==> src/rtl/chain_code_pkg.sv <==
// chain_code_pkg: shared FSM encoding, status codes, record layout and decoder port widths
package chain_code_pkg;
  typedef enum logic [2:0] {S_IDLE, S_HDR, S_STREAM, S_WAIT, S_REPORT} state_e;
  typedef logic [1:0] status_t;
  localparam status_t ST_OK      = 2'b00;
  localparam status_t ST_DEC_ERR = 2'b01;
  localparam status_t ST_FMT_ERR = 2'b10;
  localparam status_t ST_TIMEOUT = 2'b11;
  localparam int OFF_X    = 0;
  localparam int OFF_Y    = 1;
  localparam int OFF_PLO  = 2;
  localparam int OFF_PHI  = 3;
  localparam int OFF_AREA = 4;
  localparam int HDR_LEN  = 5;
  localparam int PERIM_W  = 9;
  localparam int AREA_W   = 12;
  localparam int COORD_W  = 6;
endpackage

==> src/rtl/cc_watchdog.sv <==
// cc_watchdog: loadable down-counter with clear and enable; expired while the count is zero
module cc_watchdog #(
  parameter int W = 12
) (
  input  logic         clk,
  input  logic         reset,
  input  logic         clr,
  input  logic         load,
  input  logic         en,
  input  logic [W-1:0] load_val,
  output logic         expired
);
  logic [W-1:0] cnt_q, cnt_d;
  assign cnt_d = clr ? '0 : load ? load_val : (en && cnt_q != '0) ? cnt_q - 1'b1 : cnt_q;
  assign expired = cnt_q == '0;
  always_ff @(posedge clk or posedge reset)
    if (reset) cnt_q <= '0;
    else cnt_q <= cnt_d;
endmodule

==> src/rtl/chain_code_decode_controller.sv <==
// chain_code_decode_controller: fetches a chain-code record from code memory and streams it
// into chain_code_decoder, reporting one status word per job.
module chain_code_decode_controller
  import chain_code_pkg::*;
#(
  parameter int ADDR_W  = 10,
  parameter int TIMEOUT = 4095
) (
  input  logic               clk,
  input  logic               reset,
  input  logic               go,
  input  logic [ADDR_W-1:0]  base_addr,
  output logic               mem_rd,
  output logic [ADDR_W-1:0]  mem_addr,
  input  logic [7:0]         mem_rdata,
  output logic               dec_start,
  output logic [7:0]         dec_code,
  output logic [PERIM_W-1:0] dec_perimeter,
  output logic [AREA_W-1:0]  dec_area,
  output logic [COORD_W-1:0] dec_startX,
  output logic [COORD_W-1:0] dec_startY,
  input  logic               dec_done,
  input  logic               dec_error,
  output logic               busy,
  output logic               job_done,
  output logic [1:0]         job_status
);
  localparam int WD_W  = $clog2(TIMEOUT + 1);
  localparam int IDX_W = 10;
  state_e               state_q, state_d;
  status_t              status_q, status_d, dec_status;
  logic [ADDR_W-1:0]    base_q;
  logic [IDX_W-1:0]     idx_q, ridx_q, last_idx;
  logic                 rvalid_q, start_q, start_d, wd_exp, code_ok, hdr_byte, bad_code;
  logic [7:0]           code_q;
  logic [PERIM_W-1:0]   perim_q;
  logic [AREA_W-1:0]    area_q;
  logic [COORD_W-1:0]   x_q, y_q;
  // idx_q counts issued reads from record byte 0; ridx_q tags the byte now on mem_rdata
  assign last_idx   = IDX_W'(HDR_LEN) + IDX_W'(perim_q) - IDX_W'(1);
  assign mem_rd     = state_q == S_HDR || (state_q == S_STREAM && idx_q <= last_idx);
  assign mem_addr   = base_q + ADDR_W'(idx_q);
  assign code_ok    = rvalid_q && ridx_q >= IDX_W'(HDR_LEN);
  assign hdr_byte   = rvalid_q && ridx_q < IDX_W'(HDR_LEN) && (state_q == S_HDR || state_q == S_STREAM);
  assign bad_code   = mem_rdata[7:3] != '0;
  assign dec_status = dec_error ? ST_DEC_ERR : ST_OK;
  assign busy       = state_q == S_HDR || state_q == S_STREAM || state_q == S_WAIT;
  assign job_done   = state_q == S_REPORT;
  assign job_status = status_q;
  assign dec_start  = start_q;
  assign dec_code   = code_q;
  assign dec_perimeter = perim_q;
  assign dec_area   = area_q;
  assign dec_startX = x_q;
  assign dec_startY = y_q;
  always_comb begin
    state_d  = state_q;
    status_d = status_q;
    start_d  = start_q;
    case (state_q)
      S_IDLE: if (go) begin
        state_d  = S_HDR;
        status_d = ST_OK;
      end
      S_HDR: if (rvalid_q && ridx_q == IDX_W'(OFF_PHI)) begin
        state_d = S_STREAM;
        if ({mem_rdata[0], perim_q[7:0]} == '0) begin
          state_d  = S_REPORT;
          status_d = ST_FMT_ERR;
        end
      end
      S_STREAM: if (dec_done) begin
        state_d  = S_REPORT;
        status_d = dec_status;
      end else if (code_ok) begin
        if (bad_code) begin
          state_d  = S_REPORT;
          status_d = ST_FMT_ERR;
        end else begin
          start_d = 1'b1;
          if (ridx_q == last_idx) state_d = S_WAIT;
        end
      end
      S_WAIT: if (dec_done) begin
        state_d  = S_REPORT;
        status_d = dec_status;
      end else if (wd_exp) begin
        state_d  = S_REPORT;
        status_d = ST_TIMEOUT;
      end
      default: state_d = S_IDLE;
    endcase
    if (state_d == S_REPORT) start_d = 1'b0;
  end
  always_ff @(posedge clk or posedge reset)
    if (reset) begin
      state_q  <= S_IDLE;
      status_q <= ST_OK;
      start_q  <= 1'b0;
      rvalid_q <= 1'b0;
      ridx_q   <= '0;
      idx_q    <= '0;
      base_q   <= '0;
      code_q   <= '0;
      perim_q  <= '0;
      area_q   <= '0;
      x_q      <= '0;
      y_q      <= '0;
    end else begin
      state_q  <= state_d;
      status_q <= status_d;
      start_q  <= start_d;
      rvalid_q <= mem_rd;
      ridx_q   <= idx_q;
      if (state_q == S_IDLE && go) begin
        base_q <= base_addr;
        idx_q  <= '0;
      end else if (mem_rd) idx_q <= idx_q + IDX_W'(1);
      if (hdr_byte)
        case (ridx_q[2:0])
          3'(OFF_X):    x_q <= mem_rdata[COORD_W-1:0];
          3'(OFF_Y):    y_q <= mem_rdata[COORD_W-1:0];
          3'(OFF_PLO):  perim_q[7:0] <= mem_rdata;
          3'(OFF_PHI): begin
            perim_q[8]    <= mem_rdata[0];
            area_q[11:8]  <= mem_rdata[7:4];
          end
          3'(OFF_AREA): area_q[7:0] <= mem_rdata;
          default: ;
        endcase
      if (state_q == S_STREAM && !dec_done && code_ok && !bad_code) code_q <= mem_rdata;
    end
  // loaded with TIMEOUT-1 so the timeout status lands TIMEOUT cycles after the last code
  cc_watchdog #(.W(WD_W)) u_wd (
    .clk      (clk),
    .reset    (reset),
    .clr      (state_q == S_IDLE),
    .load     (state_q == S_STREAM && state_d == S_WAIT),
    .en       (state_q == S_WAIT),
    .load_val (WD_W'(TIMEOUT - 1)),
    .expired  (wd_exp)
  );
endmodule
==> config.mk <==
export PLATFORM = sky130hd
export DESIGN_NAME = chain_code_decode_controller
export DESIGN_NICKNAME = d
export VERILOG_FILES = /design/src/rtl/chain_code_pkg.sv /design/src/rtl/cc_watchdog.sv /design/src/rtl/chain_code_decode_controller.sv
export SDC_FILE = /design/constraint.sdc
export NUM_CORES = 1
export LEC_CHECK = 0
export CORE_ASPECT_RATIO = 0.5
export CORE_MARGIN = 3
export CORE_UTILIZATION = 53
export CTS_CLUSTER_DIAMETER = 120
export DETAILED_ROUTE_END_ITERATION = 7
export HOLD_SLACK_MARGIN = 0.1
export PLACE_DENSITY = 0.8
export SYNTH_ARGS = -nofsm -noshare
export SYNTH_HDL_FRONTEND = slang
export SYNTH_SLANG_ARGS = --single-unit
export TNS_END_PERCENT = 5
==> constraint.sdc <==
create_clock -name clk -period 4 [get_ports clk]
set_clock_uncertainty 0.15 [all_clocks]
set_input_delay 1.2 -clock clk [delete_from_list [all_inputs] [get_ports clk]]
set_output_delay 1.2 -clock clk [all_outputs]
set_load 0.005 [all_outputs]
After elaboration in Yosys (flattened, before gate mapping)
Index checks and enable logic that the tools add are counted.

operators by class
  add/subtract/negate cells = 5
  order comparisons = 3
  equality and inequality tests = 20
  muxes and demuxes = 30
  reductions and logical operators = 34

operators by type and width
  cell                                                          number
  2-to-1 mux 12 bit                                             3
  2-to-1 mux 3 bit                                              9
  2-to-1 mux 10 bit                                             2
  2-to-1 mux 2 bit                                              8
  equality test 3 x 2 -> 1 bit (second input constant)          5
  logical NOT 12 bit                                            1
  one-hot mux 3 bit (4 select lines)                            1
  nonzero test 12 bit                                           1
  subtractor 12 x 1 -> 12 bit (second input constant)           1
  logical AND 1 bit                                             11
  adder 10 x 1 -> 10 bit (second input constant)                1
  adder 10 bit                                                  1
  adder 3 x 9 -> 10 bit (first input constant)                  1
  equality test 10 bit                                          1
  equality test 10 x 2 -> 1 bit (second input constant)         1
  >= comparator 10 x 3 -> 1 bit (second input constant)         1
  <= comparator 10 bit                                          1
  less-than comparator 10 x 3 -> 1 bit (second input constant)  1
  AND reduction 2 bit                                           5
  subtractor 10 x 1 -> 10 bit (second input constant)           1
  equality test 3 bit (second input constant)                   3
  logical NOT 9 bit                                             1
  != test 3 bit (second input constant)                         3
  != test 2 x 1 -> 1 bit (second input constant)                4
  other kinds (13)                                              25

word-level totals
  register bits = 90
  bits of input ports = 23
  output and inout bits = 57

Logic depth before layout (Yosys ltp)
  word-level depth = 12
  gate-level depth with buffers = 11
  mapped depth without buffers = 11

Modules after synthesis
A second synthesis with hierarchy kept.

unflattened totals
  cells, all modules = 463
  area total of the unflattened synthesis = 4819.6 µm²

by module, submodules not included
  module                        instances  cells an instance  area each (µm²)  sequential area each (µm²)
  chain_code_decode_controller  1          372                4035.1           1951.9
  cc_watchdog                   1          91                 784.5            300.3

Worst setup path after synthesis
No wires, ideal clock.

  path type = register to output
  start = reg perim_q[2] (netlist: dec_perimeter[2])
  end = out mem_rd
  arrival = 2.098 ns
  required time = 2.650 ns
  setup slack = 0.552 ns
  stages on the path, launching flop included = 8
  cell sequence = dfrtp_1 inv_1 nor3_1 nand3_1 ha_1 a211oi_1 o21ai_0 o31ai_2

between the ends
  word-level cells in the longest chain between the ends = 5

ends and longest elaborated chain
  item                         RTL line                             source
  start: declaration           chain_code_decode_controller.sv:36   logic [PERIM_W-1:0] perim_q;
  start signal: assignment     chain_code_decode_controller.sv:123  3'(OFF_PLO): perim_q[7:0] <= mem_rdata;
  adder 3 x 9 -> 10 bit        chain_code_decode_controller.sv:40   assign last_idx = IDX_W'(HDR_LEN) + IDX_W'(perim_q) - IDX_W'(1);
  subtractor 10 x 1 -> 10 bit  chain_code_decode_controller.sv:40
  <= comparator 10 bit         chain_code_decode_controller.sv:41   assign mem_rd = state_q == S_HDR || (state_q == S_STREAM && idx_q <= last_idx);
  logical AND 1 bit            chain_code_decode_controller.sv:41
  logical OR 1 bit             chain_code_decode_controller.sv:41
  end: declaration             chain_code_decode_controller.sv:13   output logic mem_rd,

Every way passes these cells.

Final worst setup path
  start = reg base_q[1]
  end = out mem_addr[9]

between the ends
  word-level cells in the longest chain between the ends = 1

ends and longest elaborated chain
  item                      RTL line                             source
  start: declaration        chain_code_decode_controller.sv:32   logic [ADDR_W-1:0] base_q;
  start signal: assignment  chain_code_decode_controller.sv:116  base_q <= base_addr;
  adder 10 bit              chain_code_decode_controller.sv:42   assign mem_addr = base_q + ADDR_W'(idx_q);
  end: declaration          chain_code_decode_controller.sv:14   output logic [ADDR_W-1:0] mem_addr,

Every way passes these cells.

==> run_results.csv <==
group,metric,value,unit
status,outcome,"finished with violations",
status,violations,"negative setup slack",
setup_path,crit_start,"base_q[1]$_DFFE_PP0P_",
timing,timing.hold.ws,336,ps
power_and_ir_drop,p_leak,2.77,nW
run,cap_viol_max_count,0,
setup_path,worstSetupPathType,"reg2out",
clock_tree,cts_tree,"yes",
setup_path,start_kind,"register",
clock_tree,clockRootBuffer,"clkbuf_16",
place,io_buffers,79,
finish,n_antenna_cell,0,
detailed_routing,viasPerCell,5.45,
floorplanning,die_h,72.3,um
grt,grt_pass1_wl,17.3,mm
finish,nets,579,
setup_path,path_max_fanout,2,
timing,maxSlewHeadroom,47.5,%
power_and_ir_drop,power,4.70,mW
timing,maxSlewViolCount,0,
clock_tree,clk_path_buf_depth,2,
clock_tree,cts_hold_buf,0,
synth,yosysTopAreaCell,"dfrtp_1",
detailed_routing,wire_per_inst,16.1,um
synth,synth-seq-cells,90,
timing,finalSetupViolCount,1,
hold_path,worstHoldStart,"dec_code[4]$_DFFE_PP0P_",
synth,avgSynthCellArea,10.8,um2
synth,synthTopCellsByArea,"dfrtp_1, mux2_2, ha_1",
grt,grt_pass1_vias,3416,
synth,synth-edff-count,0,
synth,yosysUniqueCellTypes,58,
timing,period_minus_slack,4040,ps
setup_path,required,2650,ps
finish,syn_to_final_growth,30.0,%
finish,fin_area,6060,um2
setup_path,critPathArrivalTime,2690,ps
floorplanning,start_util,56.5,%
finish,drive_above_1_share,17.7,%
floorplanning,core,8260,um2
finish,stdcell_count,648,
floorplanning,io_pins,80,
synth,netlist_instances,432,
synth,synth_top_area_share,48.3,%
floorplanning,dieArea,10000,um2
clock_tree,htreeDepth,3,
floorplanning,row_count,23,
timing,setup-tns-final,-39.5,ps
detailed_routing,vias,3531,
grt,overflow,0,
synth,ys_seq_area_share,48.3,%
timing,fmax,0.248,GHz
timing,worst_pin_slew,787,ps
detailed_routing,final_antenna_net_count,0,
setup_path,crit_path_top_delay_cell,"or4_4",
clock_tree,cts.clk_slew.worst_paths,70,ps
synth,synth-async-reset-ratio,100,%
finish,layout_commonest_cell,"dfrtp_1",
synth,netlist_area,4660,um2
setup_path,slowest_delay,430,ps
floorplanning,die_w,139,um
timing,fin_ws,-39.5,ps
grt,antenna_found_initial,0,
grt,grt_max_degree,47,
synth,ys_warn_count,0,
clock_tree,cts_buffers,9,
clock_tree,postCtsSetupRepairBufs,0,
synth,syn-num-nets,480,
place,dp.cells,632,
timing,finalHoldViolCount,0,
synth,ys.flop_type,"dfrtp_1",
power_and_ir_drop,peakVddDrop,0.000463,V
grt,grt_usage,21.7,%
clock_tree,cts_sinks,90,
detailed_routing,drc_errors,0,
place,pre_cts_slack,67.1,ps
detailed_routing,routed_wl,10.4,mm
finish,final_cell_mix,"dfrtp_1, clkdlybuf4s50_1, nand2_1, mux2_2, xnor2_1",
setup_path,worstReg2RegStart,"ridx_q[7]$_DFF_PP0_",
setup_path,critical_path.cell_chain,"ha_1, a21oi_2, nor2b_1, o31a_1, or4_4, a2111o_1, o211a_1, dlygate4sd2_1",
detailed_routing,drt_iter0_drc,162,
place,globalplace.congestion,0.880,
detailed_routing,first_pass_iters,4,
clock_tree,clock_latency,340,ps
finish,post-route-util,73.4,%
power_and_ir_drop,p_per_area,776,nW/um2
setup_path,end_kind,"output port",
place,hpwl,7.71,mm
timing,fin_crit_sh,101,%
hold_path,hp-class,"reg2reg",
timing,grt_setup_unrepaired,"yes",
place,placedInstanceArea,5710,um2
## metal layers
metal	global-route usage (%)	share of wire, %	vias to the layer above
met1	30.6	46	1709
met3	6.06	5.7	10
met4	4.77	1.0	0
met5	0	0	-
met2	34.2	47	83
li1	-	-	1729
## power breakdown
group | switching [mW] | internal, mW | total (mW)
sequential | 0.268 | 1.22 | 1.49
combinational | 1.05 | 1.31 | 2.35
clock | 0.367 | 0.488 | 0.855
## state kept, by name (all words and copies together), names as in the netlist
name and cells:
dec_perimeter 9, dec_code 8, dec_startX 6, base_q 10, idx_q 10, u_wd.cnt_q 12
dec_area 12, dec_startY 6, dec_start 1, ridx_q 10, job_status 2, state_q 3
rvalid_q 1
## cells in the mapped netlist, types with 7 or more instances
cell	count
nand3_1	14
a21oi_1	17
nand2_1	52
ha_1	24
mux2_2	35
mux2i_1	8
clkbuf_1	7
xnor2_1	26
nor2b_1	7
dfrtp_1	90
nor3_1	12
inv_1	17
o21ai_0	11
xor2_1	9
nor2_1	26
## logic make-up after synthesis
| kind of cell | Yosys count | share of synthesized area [%] |
|---|---|---|
| adder cells (fa/ha/maj) | 25 | 6.87 |
| AND/OR/NAND/NOR | 158 | 17.9 |
| buffers and inverters | 27 | 2.31 |
| flip-flops | 90 | 48.3 |
| multiplexers | 43 | 10.2 |
| AO/OA/AOI/OAI | 53 | 7.41 |
| XOR/XNOR | 36 | 7.06 |
## layout make-up
type                    count  area [um2]
clock buffers               9         225
clock inverters             7        76.3
fillers                   601        2200
inverters                  17        65.1
multi-input cells         315        2360
flip-flops and latches     90        2250
well taps                 112         140
repair buffers             98         943
## final timing paths
| path | end | slack (ps) | cells after the start |
|---|---|---|---|
| setup / recovery | mem_addr[9] | -40 | 8 |
| hold / removal | dec_code[4]$_DFFE_PP0P_ | 340 | 1 |
| setup reg to reg | dec_perimeter[0]$_DFFE_PP0P_ | 940 | 6 |
| hold reg to reg | dec_code[4]$_DFFE_PP0P_ | 340 | 1 |
| max in group asynchronous | dec_code[7]$_DFFE_PP0P_ | 1890 | 3 |
| min in group asynchronous | dec_area[1]$_DFFE_PP0P_ | 1140 | 2 |
## worst max-delay path, delay by kind of cell, from the launching register on
kind	cells	cell delay, ps
AOI/OAI and AO/OA	4	890
buffers and inverters	1	250
DFF	1	380
and+or+nand+nor	2	490
adders and majority gates	1	320
## what timing repair did
| action | in CTS | in global routing |
|---|---|---|
| gates resized for setup | 12 | 8 |
| endpoints found under the setup margin | 5 | 4 |
| pin swaps | 3 | 2 |
| endpoints found under the hold margin | 0 | 0 |
| cloned | 0 | 0 |
Power figures use the tool's default switching activity.
